### src/rtl/mem_ctrl_pkg.sv
// Shared types and constants for the MEM-stage data-memory sequencer.
package mem_ctrl_pkg;

    // Sequencer states
    typedef enum logic [1:0] {
        IDLE = 2'd0,
        REQ  = 2'd1,
        WAIT = 2'd2,
        DONE = 2'd3
    } mem_state_e;

    // Access size class derived from funct3
    typedef enum logic [1:0] {
        SZ_B = 2'd0,
        SZ_H = 2'd1,
        SZ_W = 2'd2
    } mem_size_e;

    // funct3 size codes
    localparam logic [2:0] F3_B  = 3'b000;
    localparam logic [2:0] F3_H  = 3'b001;
    localparam logic [2:0] F3_W  = 3'b010;
    localparam logic [2:0] F3_BU = 3'b100;
    localparam logic [2:0] F3_HU = 3'b101;

    // Writeback select codes, shared with the writeback stage
    localparam logic [2:0] WBS_NONE = 3'd0;
    localparam logic [2:0] WBS_LB   = 3'd1;
    localparam logic [2:0] WBS_LH   = 3'd2;
    localparam logic [2:0] WBS_LBU  = 3'd3;
    localparam logic [2:0] WBS_LHU  = 3'd4;
    localparam logic [2:0] WBS_LW   = 3'd5;

    // Invalid codes fall into the word class
    function automatic mem_size_e size_of(input logic [2:0] f3);
        case (f3)
            F3_B, F3_BU: size_of = SZ_B;
            F3_H, F3_HU: size_of = SZ_H;
            default:     size_of = SZ_W;
        endcase
    endfunction

    function automatic logic is_misaligned(input logic [2:0] f3, input logic [1:0] off);
        case (size_of(f3))
            SZ_B:    is_misaligned = 1'b0;
            SZ_H:    is_misaligned = off[0];
            default: is_misaligned = (off != 2'b00);
        endcase
    endfunction

    function automatic logic [2:0] wbs_code(input logic [2:0] f3);
        case (f3)
            F3_B:    wbs_code = WBS_LB;
            F3_H:    wbs_code = WBS_LH;
            F3_BU:   wbs_code = WBS_LBU;
            F3_HU:   wbs_code = WBS_LHU;
            F3_W:    wbs_code = WBS_LW;
            default: wbs_code = WBS_NONE;
        endcase
    endfunction

endpackage

### src/rtl/mem_lane_align.sv
// Byte-lane steering: store byte enables and lane replication, load right-shift.
module mem_lane_align
    import mem_ctrl_pkg::*;
#(
    parameter int unsigned WordSize = 32
) (
    input  logic [2:0]            funct3,
    input  logic [1:0]            wr_off,
    input  logic [WordSize-1:0]   wdata,
    input  logic [1:0]            rd_off,
    input  logic [WordSize-1:0]   rdata,
    output logic [WordSize/8-1:0] be_c,
    output logic [WordSize-1:0]   wdata_rep_c,
    output logic [WordSize-1:0]   rdata_sh_c
);

    localparam int unsigned BeW = WordSize / 8;

    // Store lane selection and replication by access size
    always_comb begin
        be_c        = '1;
        wdata_rep_c = wdata;
        case (size_of(funct3))
            SZ_B: begin
                be_c        = BeW'(1) << wr_off;
                wdata_rep_c = {(WordSize / 8){wdata[7:0]}};
            end
            SZ_H: begin
                be_c        = BeW'(2'b11) << {wr_off[1], 1'b0};
                wdata_rep_c = {(WordSize / 16){wdata[15:0]}};
            end
            default: begin
                be_c        = '1;
                wdata_rep_c = wdata;
            end
        endcase
    end

    // Loaded word shifted so the addressed byte lands in bits [7:0]
    always_comb begin
        rdata_sh_c = rdata >> {rd_off, 3'b000};
    end

endmodule

### src/rtl/mem_access_ctrl.sv
// MEM-stage data-memory port sequencer: issues one bus access per load/store,
// stalls the pipeline while it is in flight, aligns read data and produces the
// writeback select. Optional bus timeout is enabled by defining MEM_TIMEOUT_EN.
module mem_access_ctrl
    import mem_ctrl_pkg::*;
#(
    parameter int unsigned WordSize = 32,
`ifdef MEM_TIMEOUT_EN
    parameter int unsigned TimeoutCycles = 255,
`endif
    parameter int unsigned AddrSize = 32
) (
    input  logic                  clk,
    input  logic                  rstn,
    input  logic                  mem_en,
    input  logic                  mem_we,
    input  logic [2:0]            funct3,
    input  logic [AddrSize-1:0]   addr,
    input  logic [WordSize-1:0]   wdata,
    output logic                  stall,
    output logic [2:0]            wbs_out,
    output logic [WordSize-1:0]   mrd_out,
    output logic                  fault,
    output logic                  bus_req,
    output logic                  bus_we,
    output logic [AddrSize-1:0]   bus_addr,
    output logic [WordSize/8-1:0] bus_be,
    output logic [WordSize-1:0]   bus_wdata,
    input  logic                  bus_gnt,
    input  logic                  bus_rvalid,
    input  logic [WordSize-1:0]   bus_rdata
);

    localparam int unsigned BeW = WordSize / 8;

    mem_state_e          state_q, state_nx;
    logic                misalign_c;
    logic                accept_c;
    logic                misalign_flt_c;
    logic                tmo_flt_c;
    logic                rd_cap_c;
    logic                timeout_c;
    logic                busy_c;
    logic [2:0]          funct3_q;
    logic [1:0]          off_q;
    logic [BeW-1:0]      be_c;
    logic [WordSize-1:0] wdata_rep_c;
    logic [WordSize-1:0] rdata_sh_c;

    mem_lane_align #(
        .WordSize (WordSize)
    ) u_align (
        .funct3      (funct3),
        .wr_off      (addr[1:0]),
        .wdata       (wdata),
        .rd_off      (off_q),
        .rdata       (bus_rdata),
        .be_c        (be_c),
        .wdata_rep_c (wdata_rep_c),
        .rdata_sh_c  (rdata_sh_c)
    );

    assign busy_c = (state_q == REQ) || (state_q == WAIT);

`ifdef MEM_TIMEOUT_EN
    localparam int unsigned CntW = ($clog2(TimeoutCycles + 1) > 8) ? $clog2(TimeoutCycles + 1) : 8;

    logic [CntW-1:0] tmo_cnt_q;

    // Cycles spent in REQ/WAIT for the current access
    always_ff @(posedge clk or negedge rstn) begin
        if (!rstn) begin
            tmo_cnt_q <= '0;
        end else if (busy_c && ((state_nx == REQ) || (state_nx == WAIT))) begin
            tmo_cnt_q <= tmo_cnt_q + 1'b1;
        end else begin
            tmo_cnt_q <= '0;
        end
    end

    assign timeout_c = busy_c && (tmo_cnt_q == CntW'(TimeoutCycles - 1));
`else
    assign timeout_c = 1'b0;
`endif

    // Pipeline freeze while an accepted access is outstanding
    assign stall = ((state_q == IDLE) && mem_en && !misalign_c) || busy_c;

    // State register
    always_ff @(posedge clk or negedge rstn) begin
        if (!rstn) begin
            state_q <= IDLE;
        end else begin
            state_q <= state_nx;
        end
    end

    // Next-state and per-cycle event decode
    always_comb begin
        state_nx       = state_q;
        accept_c       = 1'b0;
        misalign_flt_c = 1'b0;
        tmo_flt_c      = 1'b0;
        rd_cap_c       = 1'b0;
        misalign_c     = is_misaligned(funct3, addr[1:0]);
        case (state_q)
            IDLE: begin
                if (mem_en) begin
                    if (misalign_c) begin
                        misalign_flt_c = 1'b1;
                    end else begin
                        accept_c = 1'b1;
                        state_nx = REQ;
                    end
                end
            end
            REQ: begin
                if (bus_gnt) begin
                    state_nx = bus_we ? DONE : WAIT;
                end else if (timeout_c) begin
                    tmo_flt_c = 1'b1;
                    state_nx  = DONE;
                end
            end
            WAIT: begin
                if (bus_rvalid) begin
                    rd_cap_c = 1'b1;
                    state_nx = DONE;
                end else if (timeout_c) begin
                    tmo_flt_c = 1'b1;
                    state_nx  = DONE;
                end
            end
            DONE: begin
                state_nx = IDLE;
            end
            default: begin
                state_nx = IDLE;
            end
        endcase
    end

    // Bus request/payload, read data, writeback select and fault registers
    always_ff @(posedge clk or negedge rstn) begin
        if (!rstn) begin
            bus_req   <= 1'b0;
            bus_we    <= 1'b0;
            bus_addr  <= '0;
            bus_be    <= '0;
            bus_wdata <= '0;
            funct3_q  <= 3'b000;
            off_q     <= 2'b00;
            mrd_out   <= '0;
            wbs_out   <= WBS_NONE;
            fault     <= 1'b0;
        end else begin
            bus_req <= (state_nx == REQ);
            fault   <= misalign_flt_c || tmo_flt_c;
            if (accept_c) begin
                bus_we    <= mem_we;
                bus_addr  <= {addr[AddrSize-1:2], 2'b00};
                bus_be    <= mem_we ? be_c : '1;
                bus_wdata <= wdata_rep_c;
                funct3_q  <= funct3;
                off_q     <= addr[1:0];
            end
            if (rd_cap_c) begin
                mrd_out <= rdata_sh_c;
            end else if (tmo_flt_c) begin
                mrd_out <= '0;
            end
            if (misalign_flt_c || tmo_flt_c) begin
                wbs_out <= WBS_NONE;
            end else if ((state_nx == DONE) && (state_q != DONE)) begin
                wbs_out <= bus_we ? WBS_NONE : wbs_code(funct3_q);
            end
        end
    end

endmodule

### config.mk
export PLATFORM = sky130hd
export DESIGN_NAME = mem_access_ctrl
export DESIGN_NICKNAME = d
export VERILOG_FILES = /design/src/rtl/mem_ctrl_pkg.sv /design/src/rtl/mem_lane_align.sv /design/src/rtl/mem_access_ctrl.sv
export SDC_FILE = /design/constraint.sdc
export NUM_CORES = 1
export LEC_CHECK = 0
export ABC_CLOCK_PERIOD_IN_PS = 2850
export BUFFER_PORTS_ARGS = -buffer_cell sky130_fd_sc_hd__buf_2
export CORE_AREA = 2 2 84 126
export DETAILED_ROUTE_END_ITERATION = 6
export DIE_AREA = 0 0 86 128
export PLACE_DENSITY = 0.81
export SLEW_MARGIN = 20
export SYNTH_ARGS = -nofsm -noshare
export SYNTH_HDL_FRONTEND = slang
export SYNTH_SLANG_ARGS = --single-unit
### constraint.sdc
create_clock -name clk -period 2.85 [get_ports clk]
set_input_delay 0.285 -clock clk [delete_from_list [all_inputs] [get_ports clk]]
set_output_delay 0.285 -clock clk [all_outputs]
set_load 0.005 [all_outputs]
==> impl_results.md, run 1 <==
* All-Layer GR Usage at 24.2%
* Max clock buf depth at 2
* Dpl hpwl at 10.0 mm
* Synthesis warning total at 0
* Layout cells sized above 1 at 33.9%
* Synth Cell Area at 5010 um^2
* Final Worst Setup Slack at 0.632 ns
* # setup viols final at 0
* Ports at 212
* Clk root buf: clkbuf_16
* Layout area overhead at 29.1%
* Slowest CP cell: dfrtp_1
* First-pass GRT wire length at 21.0 mm
* Slew Limit Fails at 0
* Final min period at 2.22 ns
* Vias after detailed routing at 4476
* Synth async-reset ratio at 100%
* # port buffers at 209
* Buffer and inverter count on the worst path at 3
* Die width at 86 um
* Startpoint Class: register
* Iteration-0 DRC Markers at 182
* Synth area leaders: dfrtp_1 (55%), nand2_1 (13%), mux2i_1 (8.0%)
* Placed insts at 835
* Synth top area share at 55.4%
* Seq/Total Area, Yosys at 55.4%
* Status: finished clean
* # rows at 45
* Sink Count at 111
* Max IR drop VDD at 0.000601 V
* WS Path Type: register to primary output
* Largest net degree at the start of global routing at 53
* Pwr dens at 999 nW/um^2
* Pleak at 3.49 nW
* Grt met3 use at 5.22%
* Most frequent cell after synthesis: nand2_1
* Setup TNS at 0 ns
* Initial core utilization at 50.3%
* CTS tree: yes
* Clk Latency, worst-skew pair at 0.34 ns
* R2R depth at 7
* Die H at 128 um
* HP Class: primary input to register
* Syn Inst Count at 533
* Placement Setup Slack at 0.736 ns
* Final clock skew at 0.00823 ns
* Hold depth at 3
* Worst-Margin Slew at 1.03 ns
* Drt total wl at 13.2 mm
* Reg area at 2780 um^2
* Register bit total from synthesis at 111
* CP Depth at 6
* DR vias/cell at 5.25
* Synth cell count leaders: nand2_1 (177), dfrtp_1 (111), o21ai_0 (46), mux2i_1 (40), a21oi_1 (35)
* Critical Path AT at 1.93 ns
* Avg Synthesized Cell Area at 9.40 um^2
* Post-synth EDFFs at 0
* Slowest stage delay, CP at 0.41 ns
* Met2 Use GR at 41.0%
* CTS clk-pin slew, worst paths at 0.07 ns
* Met1 Use GR at 29.0%
* Rel. slew slack at 30.7%
* RSZ-0062 raised after global routing: false
* Placed instance area at 6150 um^2
* Top delay family on crit path: buffers and inverters
* Core area at 9970 um^2
* Die footprint at 11000 um^2
* Number of buffers created by CTS at 9
* Fin cells at 853
* Total of max-cap violations at 0
* Vias in the first global route at 4504
* Detail Route Antenna Nets at 0
* GR peak layer: met2
* Initial antenna violation count at 0
* Post-layout nets at 840
* Final Hold Viols at 0
* Worst Path Required at 2.57 ns
* Per-cell routed wire length at 15.4 um
* Dominant synthesized flop cell: dfrtp_1
* Fin area at 6470 um^2
* Crit path max fanout at 41
* Htree depth at 3
* Pre-Repair DR Iteration Count at 4
* Synth cell types at 32
* GRT overflow at 0
* Final Cycle Share at 77.8%
* DRC Markers at 0
* Synth area leader: dfrtp_1
* Crit. End Element: primary output
* FMAX at 451 MHz
* Area of the multi-input gates at 2100 um^2
* Fill cells at 836
* RD Place Congestion at 0.938
* Crit-path cells: inv_1 -> ha_1 -> nand4_4 -> buf_4 -> nand2b_1 -> buf_2
-- worst paths after layout --
path,start,endpoint,slack [ns]
worst min register to register,bus_addr[22],bus_addr[22],0.47
max in group asynchronous,rstn,bus_addr[24],1.64
min in group asynchronous,rstn,bus_wdata[19],0.35
worst max-delay path,state_q[0],stall,0.63
worst max register to register,state_q[0],bus_wdata[2],0.74
worst min-delay path,addr[8],bus_addr[8],0.13
-- through the flow --
step,power [mW],util (%),hold WS [ns]
3_5_place_dp,5.22,61.7,0.164
3_3_place_gp,5.09,61.7,0.159
4_1_cts,6.52,64.9,0.113
2_1_floorplan,4.03,-,-0.0106
5_1_grt,6.97,64.9,0.126
6_report,6.46,64.9,0.126
-- cell families after synthesis --
group / after synthesis / share of synthesized area (%)
XOR/XNOR: 1 / 0.175
multiplexers: 48 / 9.79
buffers and inverters: 37 / 3.12
flip-flops: 111 / 55.4
AO/OA/AOI/OAI: 104 / 12.0
other: 1 / 0.0748
AND/OR/NAND/NOR: 226 / 18.2
adder cells (fa/ha/maj): 5 / 1.25
-- routing by layer --
layer  wire length [um]  vias to the layer above
li1                   -                     2160
met1               5200                     2111
met2               6630                      184
met3                992                       21
met4                359                        0
met5                  0                        -
-- area by class of cell --
type                    count  share of cell area, %
clock buffers              11                   3.75
diodes                      1                 0.0387
clock inverters             5                  0.987
repair buffers            219                   17.4
flip-flops and latches    111                   42.9
well taps                 117                   2.26
inverters                   3                  0.174
multi-input cells         386                   32.4
-- tightest hold or removal path, cell delays in order --
cell and delay (ns):
buf_2 0.07, nand2_1 0.04, nand2_1 0.04
-- timing repair --
action / in CTS / in global routing
hold endpoints to repair: 16 / 0
buffers inserted: 0 / 0
hold buffers: 1 / 0
resized for setup: 0 / 0
-- layout by cell type, fill, tap and decap left out, types with 2 or more instances in the layout --
cell type	instances
mux2_2	8
buf_4	10
a211oi_1	9
nand2b_1	3
clkbuf_16	9
dfrtp_1	111
inv_1	3
nand2_1	177
nor2b_1	10
nor2_1	24
nor3_1	2
nand3_1	3
a22o_1	8
buf_2	208
inv_6	2
o21ai_0	46
ha_1	5
a21oi_1	35
conb_1	2
o21bai_1	2
mux2i_1	40
-- flip-flops by register name, summed over array words and instances, names as in the netlist, 2 cells and up --
signal     count
mrd_out       32
bus_addr      30
bus_wdata     32
wbs_out        3
funct3_q       3
bus_be         4
state_q        2
off_q          2
-- power breakdown --
group / internal, mW / switching (mW) / leakage [nW]
registers: 2.29 / 0.454 / 1.38
logic: 1.13 / 1.31 / 1.96
clock network: 0.714 / 0.563 / 0.147
Note: power is estimated with default switching activity, not from simulation.
==> run 2: changes to the inputs <==
Settings changed: ABC_AREA from default to 1, ABC_CLOCK_PERIOD_IN_PS 2850 to 2200, CORE_AREA 2 2 84 126 to 2 2 87 131, DIE_AREA 0 0 86 128 to 0 0 89 133, PLACE_DENSITY 0.81 to 0.76.
Clock period 2.85 ns to 2.2 ns, I/O delays scaled along.
==> run 2 against run 1 <==
  * First-iteration DRC count is 18% higher
  * Largest cell class unchanged
  * Critical path type unchanged
  * Non-clock buffer count is 1 lower
  * Register-to-register slack worse by 0.39 ns
  * Critical endpoint unchanged
  * Highest routed layer unchanged
  * Synthesized cell count is 6.4% higher
  * Sequential power is 31% higher
  * Combinational power is 34% higher
  * Count of clock-buffer cells in the layout stayed put
  * Critical path depth is 2 higher
  * Clock skew is 0.0042 ns lower
  * Final cell count is 7.4% higher
==> impl_results.md, run 2 <==
* Rel. slew slack at 60.6% (+30 points)
* Final clock skew at 0.00405 ns (-0.00417 ns)
* Pwr dens at 1300 nW/um^2 (+31%)
* Adder-cell area share of the yosys netlist at 1.24% (-0.0050 points)
* Post-synthesis mux area share at 3.98% (-5.8 points)
* Initial antenna violation count at 0 (unchanged)
* Ports at 212 (unchanged)
* Status: finished clean
* Final Hold Viols at 0 (unchanged)
* Die footprint at 11800 um^2 (+7.5%)
* Met3 WL post-DR at 939 um (-5.3%)
* DRC Markers at 0 (unchanged)
* Layout cells sized above 1 at 31.3% (-2.5 points)
* Setup Fix Bufs, Post-CTS at 0 (unchanged)
* # rows at 47 (+4.4%)
* Most frequent cells in the layout: nand2_1 (221), buf_2 (208), dfrtp_1 (110)
* Ant diodes at 0 (-1)
* Total of max-cap violations at 0 (unchanged)
* Sink Count at 111 (unchanged)
* WHS at 0.0671 ns (-0.0588 ns)
* Synth cell count leaders: nand2_1 (221), dfrtp_1 (111), a21oi_1 (33), inv_1 (29), o21ai_0 (27)
* Post-synthesis xor/xnor area fraction at 0% (-0.17 points)
* Post-synth EDFFs at 0 (unchanged)
* Register bit total from synthesis at 111 (unchanged)
* Clk network pwr share at 17.8% (-2.0 points)
* Max clock buf depth at 2 (unchanged)
* Worst-Margin Slew at 0.590 ns (-0.442 ns)
* Seq/Total Area, Yosys at 55.2% (-0.22 points)
* All-Layer GR Usage at 23.0% (-1.2 points)
* Worst Setup SP: state_q[0]
* Die H at 133 um (+3.9%)
* Wire length on met1 at 5.25 mm (+0.98%)
* Met2 WL post-DR at 6.90 mm (+4.1%)
* Most frequent cell after synthesis: nand2_1
* Net Sw Frac at 36.6% (+0.59 points)
* Fin area at 6410 um^2 (-0.89%)
* FMAX at 480 MHz
* Iteration-0 DRC Markers at 215 (+18%)
* GRT overflow at 0 (unchanged)
* Core area at 10800 um^2 (+8.6%)
* CTS clk-pin slew, worst paths at 0.07 ns (about the same)
* Fin cells at 916 (+7.4%)
* RSZ-0062 raised after global routing: false
* Initial core utilization at 46.5% (-3.8 points)
* Slew Limit Fails at 0 (unchanged)
* Clk root buf: clkbuf_16
* # port buffers at 209 (unchanged)
* DR vias/cell at 5.10 (-2.8%)
* Compound-Gate Fraction of Synth Area at 11.9% (-0.073 points)
* Synthesis warning total at 0 (unchanged)
* Largest registers: bus_wdata x32, mrd_out x32, bus_addr x30
* Most common cell after layout, fill and taps aside: nand2_1
* Number of buffers created by CTS at 9 (unchanged)
* Die width at 89 um (+3.5%)
* Crit. End Element: primary output
* Synth area leader: dfrtp_1
* Pleak at 3.57 nW (+2.1%)
* CP endpoint: stall
* # setup viols final at 0 (unchanged)
* Max layer used: met4
* Pre-Repair DR Iteration Count at 4 (unchanged)
* Synth Cell Area at 5030 um^2 (+0.40%)
* Synth area leaders: dfrtp_1 (55%), nand2_1 (16%), mux2i_1 (4.0%)
* Reg-to-Reg End: bus_wdata[24]
* Critical Path AT at 1.86 ns (-0.07 ns)
* Final min period at 2.08 ns
* CTS tree: yes
* RD Place Congestion at 0.929 (-0.97%)
* Layout area overhead at 27.4%
* Detail Route Antenna Nets at 0 (unchanged)
* Syn Inst Count at 567 (+6.4%)
* Synth async-reset ratio at 100% (unchanged)
* Reg2Reg Launch Point: state_q[1]
* Startpoint Class: register
* Synth cell types at 30 (-6.3%)
* Avg Synthesized Cell Area at 8.87 um^2 (-5.6%)
* R2r setup slk at 0.35 ns (-0.39 ns)
* Fill cells at 1025 (+23%)
* HP Class: primary input to register
* Final Cycle Share at 94.7%
* First-pass GRT wire length at 21.5 mm (+2.4%)
* Largest net degree at the start of global routing at 112 (+110%)
* Dpl hpwl at 10.0 mm (-0.29%)
* Worst Path Required at 1.98 ns (-0.59 ns)
* Drt total wl at 13.5 mm (+2.4%)
* Vias after detailed routing at 4671 (+4.4%)
* Hold depth at 3 (unchanged)
* Total power at 8.36 mW (+29%)
* Register share of total power at 43.1% (+0.7 points)
* Crit path max fanout at 14 (-66%)
* Dominant synthesized flop cell: dfrtp_1
* Max IR drop VDD at 0.000509 V (-15%)
* Vias in the first global route at 4593 (+2.0%)
* Per-cell routed wire length at 14.7 um (-4.6%)
* Clk Latency, worst-skew pair at 0.34 ns (about the same)
* Post-layout nets at 876 (+4.3%)
* Setup TNS at 0 ns (unchanged)
* Simple-Gate Fraction of Synth Area at 20.7% (+2.6 points)
* Internal Power at 5.30 mW (+28%)
* Combinational Power Share at 39.1% (+1.3 points)
* Largest family of logic cells by synthesized area: simple AND/OR/NAND/NOR gates
* Htree depth at 3 (unchanged)
* Synth top area share at 55.2% (-0.22 points)
* Placed instance area at 6130 um^2 (-0.22%)
* R2R depth at 9 (+2)
* Psw at 3.06 mW (+31%)
* WS Path Type: register to primary output
* Placed insts at 901 (+7.9%)
## run 2: cell types whose count changed in the layout (fill, tap and decap cells not counted), sizes merged, moves of 3 or more
cell and delta:
a211oi -9, a22o -6, a31oi +3, a41oi +3
inv +28, mux2 -8, mux2i -20, nand2 +45
nand2b -3, nand3 +5, nor2b -10, o21ai -3
o221ai +14
## run 2: area by class of cell
type / count / area (um^2) / share of cell area, %
sequential: 111 / 2780 / 43.4
multi-input combinational: 393 / 1910 / 29.8
timing repair buffer: 218 / 1140 / 17.8
clock buffer: 11 / 243 / 3.79
tap: 147 / 184 / 2.87
inverter: 33 / 126 / 1.97
clock inverter: 3 / 21.3 / 0.332
## run 2: how the worst min path moves through the flow
stage,startpoint,slack (ns),end
detailed placement,rstn,0.35,mrd_out[11]
global route,addr[26],0.07,bus_addr[26]
CTS,addr[8],0.06,bus_addr[8]
global placement,rstn,0.34,bus_req
finish,addr[24],0.07,bus_addr[24]
floorplan,rstn,-0.08,bus_addr[10]
## run 2: power by group through the flow
stage	sequential [mW]	clock, mW	combinational [mW]
5_1_grt	3.71	1.61	3.69
3_5_place_dp	3.62	0	3.30
4_1_cts	3.60	1.52	3.31
2_1_floorplan	3.65	0	1.74
3_3_place_gp	3.59	0	3.17
6_report	3.60	1.49	3.27
## run 2: worst max-delay path, cell delays in order (launching register included)
cell and delay, ns:
dfrtp_1 0.41, inv_1 0.10, ha_1 0.26, nand2_1 0.09
inv_1 0.07, nand2_4 0.17, inv_2 0.08, or2_1 0.21
buf_2 0.12
## run 2: metrics by stage
step	setup WS, ns	utilization, %
finish	0.117	59.2
global route	0.0155	59.2
CTS	0.0920	59.2
detailed placement	0.389	56.7
global placement	0.497	56.7
floorplan	0.667	-
## run 2: timing repair
item	4_1_cts	5_1_grt
endpoints found under the hold margin	111	0
gates resized for setup	0	1
endpoints found under the setup margin	0	1
hold buffers	1	0
## run 2: kinds of logic (layout without fill, tap and decap cells)
| logic type | Yosys count | after routing |
|---|---|---|
| simple gates | 264 | 264 |
| mux | 20 | 20 |
| buf+inv | 64 | 265 |
| compound gates | 102 | 102 |
| other cells | 1 | 2 |
| fa+ha+maj | 5 | 5 |
| flops | 111 | 111 |
## run 2: layer usage
metal,GRT usage (%),up-vias
li1,-,2238
met1,26.5,2212
met2,40.4,190
met3,4.49,31
met4,9.95,0
met5,0,-
==> run 3: changes to the inputs <==
Settings changed: ABC_CLOCK_PERIOD_IN_PS 2200 to 1700, CORE_AREA 2 2 87 131 to 2 2 92 138, DIE_AREA 0 0 89 133 to 0 0 94 140, PLACE_DENSITY 0.76 to 0.71.
Clock period 2.2 ns to 1.7 ns, I/O delays scaled along.
==> run 3 against run 2 <==
  * Routed wire length is 3.2% higher
  * Worst setup slack got worse by 0.083 ns
  * Critical path depth stayed put
  * Core utilization is 4.0 points lower
  * Design area grew 3.0%
  * Non-clock buffer count up 12
  * Via count down 0.32%
  * Final cell count grew 2.1%
  * Global-route usage decreased by 1.6 points
  * Sequential power grew 28%
==> impl_results.md, run 3 (synthesis gave the netlist of run 2 again) <==
* Combinational Power Share at 40.2% (+1.1 points)
* Startpoint Class: register
* Layout area overhead at 31.2%
* Worst Path Required at 1.53 ns (-0.45 ns)
* Die H at 140 um (+5.3%)
* # rows at 49 (+4.3%)
* Drt total wl at 13.9 mm (+3.2%)
* Slew Limit Fails at 0 (unchanged)
* Largest registers: bus_wdata x32, mrd_out x32, bus_addr x30
* Number of buffers created by CTS at 9 (unchanged)
* WS Path Type: register to primary output
* Reg-to-Reg End: wbs_out[1]
* Internal Power at 7.03 mW (+33%)
* GRT overflow at 0 (unchanged)
* Fin cells at 935 (+2.1%)
* Crit path max fanout at 2 (-12)
* Initial core utilization at 42.1% (-4.4 points)
* Htree depth at 3 (unchanged)
* Initial antenna violation count at 0 (unchanged)
* Pre-Repair DR Iteration Count at 4 (unchanged)
* Most frequent cells in the layout: nand2_1 (219), buf_2 (208), dfrtp_1 (111)
* HP Class: primary input to register
* Max IR drop VDD at 0.000691 V (+36%)
* Ant diodes at 0 (unchanged)
* Post-layout nets at 888 (+1.4%)
* Sink Count at 111 (unchanged)
* Hold Crit Start: addr[13]
* GR peak layer: met2
* Critical Path AT at 1.50 ns (-0.36 ns)
* Max clock buf depth at 2 (unchanged)
* Dpl hpwl at 10.4 mm (+4.0%)
* # setup viols final at 0 (unchanged)
* All-Layer GR Usage at 21.4% (-1.6 points)
* First-pass GRT wire length at 22.7 mm (+5.5%)
* Placed insts at 913 (+1.3%)
* Reg2Reg Launch Point: state_q[0]
* Largest net degree at the start of global routing at 69 (-38%)
* RD Place Congestion at 0.871 (-6.3%)
* Pwr dens at 1680 nW/um^2 (+29%)
* Iteration-0 DRC Markers at 147 (-32%)
* Die width at 94 um (+5.6%)
* Clk Latency, worst-skew pair at 0.34 ns (about the same)
* Final Cycle Share at 98.0%
* Detail Route Antenna Nets at 0 (unchanged)
* WHS at 0.0138 ns (-0.0533 ns)
* # port buffers at 209 (unchanged)
* Layout cells sized above 1 at 33.6% (+2.3 points)
* Met2 Use GR at 36.8% (-3.6 points)
* Clk root buf: clkbuf_16
* Fill cells at 1124 (+9.7%)
* Ports at 212 (unchanged)
* Vias in the first global route at 4798 (+4.5%)
* RSZ-0062 raised after global routing: true
* Final clock skew at 0.00936 ns (+0.00531 ns)
* Die footprint at 13200 um^2 (+11%)
* Vias after detailed routing at 4656 (-0.32%)
* Per-cell routed wire length at 14.9 um (+1.1%)
* Crit. End Element: primary output
* CTS clk-pin slew, worst paths at 0.07 ns (about the same)
* Grt met3 use at 4.09% (-0.40 points)
* Clk network pwr share at 18.3% (+0.5 points)
* Final min period at 1.67 ns
* Hold path endpoint: bus_addr[13]
* DR vias/cell at 4.98 (-2.3%)
* Psw at 4.09 mW (+34%)
* Status: finished clean
* Total of max-cap violations at 0 (unchanged)
* DRC Markers at 0 (unchanged)
* Net Sw Frac at 36.8% (+0.15 points)
* R2R depth at 10 (+1)
* Pleak at 3.66 nW (+2.5%)
* Core area at 12000 um^2 (+10%)
* Hold depth at 3 (unchanged)
* Most common cell after layout, fill and taps aside: nand2_1
* R2r setup slk at 0.10 ns (-0.25 ns)
* Register share of total power at 41.5% (-1.6 points)
* CTS tree: yes
* Final Hold Viols at 0 (unchanged)
* FMAX at 600 MHz
* Met1 Use GR at 26.1% (-0.37 points)
-- run 3: changes by cell type in the layout (fill, tap and decap cells not counted), sizes merged --
cell    change
buf        +12
inv         +3
clkinv      -1
clkbuf      -1
-- run 3: routing by layer --
metal	routed length, um	up-vias
met5	0	-
met4	432	0
met3	855	35
met2	7170	171
met1	5480	2194
li1	-	2256
-- run 3: worst max-delay path by stage --
stage          startpoint             to  slack [ns]  cells past startpoint
6_report       state_q[0]          stall        0.03                      8
5_1_grt        state_q[1]          stall       -0.04                      8
4_1_cts        state_q[1]          stall       0.007                      8
3_5_place_dp   state_q[0]     wbs_out[1]       -0.03                     10
3_3_place_gp   state_q[0]  bus_wdata[24]        0.16                      9
2_1_floorplan  state_q[1]          stall        0.22                      8
-- run 3: what timing repair did --
item | in CTS | in global routing
resized for setup | 7 | 4
buffers inserted | 5 | 1
pin swaps | 4 | 2
endpoints found under the hold margin | 111 | 0
hold buffers | 1 | 0
gates cloned | 0 | 0
setup endpoints to repair | 6 | 18
-- run 3: stage by stage --
step / setup slack, ns / total power [mW] / cell area, um^2 / utilization, % / TNS [ns]
after floorplan: 0.217 / 6.97 / 5030 / - / 0
after global routing: -0.0409 / 12.0 / 6600 / 55.2 / -0.0409
after global placement: 0.158 / 8.82 / 6240 / 52.2 / 0
final: 0.0340 / 11.1 / 6600 / 55.2 / 0
after CTS: 0.00719 / 11.2 / 6580 / 55.1 / 0
after detailed placement: -0.0284 / 9.03 / 6240 / 52.2 / -0.0642
-- run 3: power groups by stage --
stage / sequential [mW] / clock, mW / combinational [mW]
global route: 4.77 / 2.19 / 5.05
detailed placement: 4.64 / 0 / 4.39
CTS: 4.61 / 2.08 / 4.50
floorplan: 4.72 / 0 / 2.25
global placement: 4.62 / 0 / 4.20
finish: 4.61 / 2.03 / 4.47
-- run 3: cell type report --
class                   instances  area (um^2)  share of cell area [%]
multi-input cells             393         1940                    29.4
inverters                      33          129                    1.95
clock buffers                  10          239                    3.62
well taps                     153          191                    2.90
flip-flops and latches        111         2780                    42.1
clock inverters                 5         41.3                   0.625
repair buffers                230         1280                    19.4
-- run 3: worst max-delay path: stages (launching register included) --
cell and delay (ns):
dfrtp_1 0.37, inv_2 0.07, ha_4 0.16, nand2_2 0.05
inv_2 0.05, nand2_4 0.06, inv_4 0.03, or2_1 0.22
buf_2 0.14
